$ cat src/rtl/step_key_gen.sv
// Step-button front end: synchronises and debounces the push-button, emits one
// step pulse per accepted press and captures the data switch on that pulse.
module step_key_gen #(
  parameter int unsigned DB_CYCLES = 2_000_000,
  parameter int unsigned HIST_W    = 8
) (
  input  logic              cp,
  input  logic              rd,
  input  logic              btn_raw,
  input  logic              x_raw,
  output logic              step,
  output logic              x_out,
  output logic [HIST_W-1:0] x_hist,
  output logic [7:0]        step_cnt
);
  localparam int unsigned CW = $clog2(DB_CYCLES + 1);
  localparam logic [CW-1:0] CNT_LAST = CW'(DB_CYCLES - 1);
  localparam logic [CW-1:0] CNT_MAX  = {CW{1'b1}};
  localparam logic [CW-1:0] CNT_ONE  = CW'(1);

  typedef enum logic [1:0] {IDLE, PRESS_WAIT, HELD, REL_WAIT} state_e;

  logic btn_meta_q, btn_s_q, x_meta_q, x_s_q;
  state_e state_q, state_d;
  logic [CW-1:0] cnt_q, cnt_d;
  logic accept_d;
  logic step_q, x_out_q;
  logic [HIST_W-1:0] x_hist_q;
  logic [7:0] step_cnt_q;

  // State register, synchronisers and the registers updated on an accepted press.
  always_ff @(posedge cp) begin
    if (rd) begin
      btn_meta_q <= 1'b0;
      btn_s_q    <= 1'b0;
      x_meta_q   <= 1'b0;
      x_s_q      <= 1'b0;
      state_q    <= IDLE;
      cnt_q      <= '0;
      step_q     <= 1'b0;
      x_out_q    <= 1'b0;
      x_hist_q   <= '0;
      step_cnt_q <= '0;
    end else begin
      btn_meta_q <= btn_raw;
      btn_s_q    <= btn_meta_q;
      x_meta_q   <= x_raw;
      x_s_q      <= x_meta_q;
      state_q    <= state_d;
      cnt_q      <= cnt_d;
      step_q     <= accept_d;
      if (accept_d) begin
        x_out_q    <= x_s_q;
        x_hist_q   <= {x_hist_q[HIST_W-2:0], x_s_q};
        step_cnt_q <= step_cnt_q + 8'd1;
      end
    end
  end

  always_comb begin
    state_d  = state_q;
    cnt_d    = cnt_q;
    accept_d = 1'b0;
    case (state_q)
      IDLE: begin
        if (btn_s_q) begin
          state_d = PRESS_WAIT;
          cnt_d   = CNT_ONE;
        end
      end
      PRESS_WAIT: begin
        if (!btn_s_q) begin
          state_d = IDLE;
          cnt_d   = '0;
        end else if (cnt_q == CNT_LAST) begin
          state_d  = HELD;
          cnt_d    = '0;
          accept_d = 1'b1;
        end else if (cnt_q != CNT_MAX) begin
          cnt_d = cnt_q + CNT_ONE;
        end
      end
      HELD: begin
        if (!btn_s_q) begin
          state_d = REL_WAIT;
          cnt_d   = CNT_ONE;
        end
      end
      REL_WAIT: begin
        if (btn_s_q) begin
          state_d = HELD;
          cnt_d   = '0;
        end else if (cnt_q == CNT_LAST) begin
          state_d = IDLE;
          cnt_d   = '0;
        end else if (cnt_q != CNT_MAX) begin
          cnt_d = cnt_q + CNT_ONE;
        end
      end
      default: begin
        state_d = IDLE;
        cnt_d   = '0;
      end
    endcase
  end

  always_comb begin
    step     = step_q;
    x_out    = x_out_q;
    x_hist   = x_hist_q;
    step_cnt = step_cnt_q;
  end
endmodule
$ cat config.mk
export PLATFORM = sky130hd
export DESIGN_NAME = step_key_gen
export DESIGN_NICKNAME = d
export VERILOG_FILES = /design/src/rtl/step_key_gen.sv
export SDC_FILE = /design/constraint.sdc
export NUM_CORES = 1
export LEC_CHECK = 0
export BUFFER_PORTS_ARGS = -buffer_cell sky130_fd_sc_hd__buf_4
export CAP_MARGIN = 0
export CORE_ASPECT_RATIO = 0.75
export CORE_MARGIN = 2
export CORE_UTILIZATION = 39
export DETAILED_ROUTE_END_ITERATION = 10
export PLACE_DENSITY_LB_ADDON = 0.12
export SLEW_MARGIN = 0
export SYNTH_ARGS = -nofsm -noshare
export SYNTH_HDL_FRONTEND = slang
export SYNTH_SLANG_ARGS = --single-unit
$ cat constraint.sdc
create_clock -name cp -period 2.2 [get_ports cp]
set_input_delay 0 -clock cp [delete_from_list [all_inputs] [get_ports cp]]
set_output_delay 0 -clock cp [all_outputs]
set_load 0.05 [all_outputs]
==> out/results.ini <==
[status]
status = completed

[global_routing]
use_met1_pct = 26.24
busiest_layer = met1
grt_pass1_vias = 1624
grt_max_degree = 39
grt_pass1_wl_um = 8100
antenna_found_initial = 0
grt_overflow = 0
grt_usage_pct = 17.37
grtUsageMet3_pct = 4.343
met2_usage_pct = 24.26

[sta]
min_period_ns = 1.958
slew_viol_final = 0
tightest_slew_ns = 0.4541
rsz0062_at_grt = false
clock_skew_ns = 0.009061
slew-limit-headroom_pct = 69.47
finalSetupViolations = 0
clock.fmax_mhz = 510.8
fin_hold_ws_ns = 0.1105
fin_tns_setup_ns = 0
finalCritPeriodShare_pct = 88.99
hold_violations = 0
setup_ws_ns = 0.2422

[placement]
dpl.hpwl_um = 3377
io_buffers = 21
gp_congestion = 0.8141
dp_slack_ns = 0.2268

[worst_hold_path]
holdCritPathClass = in -> reg

[logic_synthesis]
synth-seq-cells = 44
synth_area_leaders = dfxtp_1 (42%), nor2_1 (5.0%), mux2i_1 (4.2%)
synth_top_area_cell = dfxtp_1
yosys_warnings = 0
synth_cell_types = 47
synth-edff-count = 0
syn_inst = 244
synth_area_per_cell_um2 = 8.697
synthesis.nets = 250
synthesis.area_um2 = 2122
yosysSeqAreaShare_pct = 41.51
synthFlopType = dfxtp_1
synth.top_cell.area_share_pct = 41.51
ys_async_sr_fraction_pct = 0

[floorplan]
fp.coreArea_um2 = 5295
rows = 23
start_util_pct = 40.08
die_area_um2 = 6053
die_w_um = 89.18
dieHeight_um = 67.88
ios = 22

[final_layout]
fillers = 526
regArea_um2 = 880.8
final_cell_mix = dfxtp_1 (44), buf_4 (30), nor2_1 (28)
final_common_cell = dfxtp_1
nets = 276
antenna_cells = 0
area_growth_pct = 17.98
multiInputGateArea_um2 = 1184
drive_above_1_share_pct = 19.19

[routing]
routed_wirelength_um = 4747
antenna_left = 0
dr.pass1.iters = 4
drt_iter0_drc = 142
viasPerCell = 5.335
wl_per_cell_um = 13.72
via_count = 1846
drc = 0

[worst_setup_path]
crit_fanout = 8
cp-end-kind = register
cp_top_family = compound AO/OA/AOI/OAI gates
arrival_ns = 2.15
crit_path_start_kind = register
worstSetupPathType = reg -> reg
cp.required_ns = 2.39
cp_cell_sequence = and4_1 > nand4_1 > a2111o_1 > nor2_1 > nor3b_2 > a211o_1
slowest_stage = a2111o_1
worst-path-buf-inv = 0
critPathMaxStageDelay_ns = 0.46

[cts]
htree_levels = 2
clock_sinks = 44
clkTransAtPathRegs_ns = 0.09
cts_setup_buffers = 0
cts_buffer_depth = 2
clock_latency_ns = 0.30
cts_tree = built
cts_inserted_buffers = 5
clockRootBuffer = clkbuf_8

[pwr]
p_leak_nw = 0.9282
power_density_nw_per_um2 = 554.6
power_w = 0.001389
ir_drop_mv = 0.2330

[flow_run]
drv_cap = 0

final timing paths:
kind,slack (ns),start,cells past startpoint,end
worst min-delay path,0.11,rd,2,x_hist[3]$_SDFFE_PP0P_
worst max-delay path,0.24,cnt_q[3]$_SDFFE_PP0P_,6,cnt_q[19]$_SDFFE_PP0P_
worst min register to register,0.44,btn_meta_q$_SDFF_PP0_,1,btn_s_q$_SDFF_PP0_
worst max register to register,0.24,cnt_q[3]$_SDFFE_PP0P_,6,cnt_q[19]$_SDFFE_PP0P_
cell type report:
class                      instances  share of cell area (%)
multi-input combinational        185                   47.28
inverter                           2                  0.2999
sequential                        44                   35.18
clock inverter                     3                  0.9495
clock buffer                       5                   2.749
timing repair buffer              32                   9.795
tap                               75                   3.748
timing repair:
item	4_1_cts	5_1_grt
endpoints found under the hold margin	2	0
gates resized for setup	0	2
setup endpoints to repair	0	4
hold buffers	2	0
metal layers:
metal	vias to the layer above	share of wire (%)
met5	-	0
met3	6	5.5
met1	853	52
met4	0	0.88
met2	44	42
li1	943	-
cells by family (layout without fill, tap and decap cells):
| kind of cell | after synthesis | count (layout) | synth area share (%) |
|---|---|---|---|
| and+or+nand+nor | 107 | 107 | 28.71 |
| AOI/OAI and AO/OA | 57 | 57 | 17.04 |
| buffers and inverters | 15 | 42 | 3.184 |
| muxes | 9 | 9 | 4.245 |
| xor gates and xnor gates | 10 | 10 | 4.128 |
| adders and majority gates | 2 | 2 | 1.179 |
| DFF | 44 | 44 | 41.51 |
flip-flops by register name, summed over array words and instances, names as in the netlist, named ones only:
signal	count
cnt_q	21
step_cnt	8
x_hist	8
btn_meta_q	1
btn_s_q	1
state_q	1
step	1
x_meta_q	1
x_s_q	1
cells in the mapped netlist, types with 2 or more instances:
| cell type | count |
|---|---|
| inv_1 | 2 |
| dfxtp_1 | 44 |
| a311oi_1 | 3 |
| nand3_1 | 10 |
| ha_1 | 2 |
| a41oi_1 | 2 |
| nand3b_1 | 2 |
| xor2_1 | 7 |
| and4_1 | 2 |
| mux2i_1 | 9 |
| and3_1 | 7 |
| nor4_1 | 2 |
| o31ai_1 | 7 |
| buf_4 | 2 |
| nand4_2 | 3 |
| nor2b_1 | 6 |
| nand4_1 | 8 |
| nor2_1 | 28 |
| a21oi_1 | 14 |
| and2_1 | 2 |
| o21ai_0 | 14 |
| nand2_1 | 22 |
| clkbuf_1 | 8 |
| nor3_1 | 6 |
| o21ai_1 | 3 |
| xnor2_1 | 3 |
| a31oi_1 | 5 |
| buf_2 | 2 |
power by group:
part           switching, W  internal, W  total (W)
logic             0.0000410    0.0000237  0.0000647
registers        0.00000479     0.000803   0.000807
clock network      0.000292     0.000225   0.000517
through the flow:
step	cells	utilization [%]	area, µm²
2_1_floorplan	244	-	2122
3_3_place_gp	336	44.97	2381
3_5_place_dp	336	44.97	2381
4_1_cts	346	47.09	2494
5_1_grt	346	47.28	2504
6_report	346	47.28	2504
No activity file was read; power rests on OpenSTA's default activity.
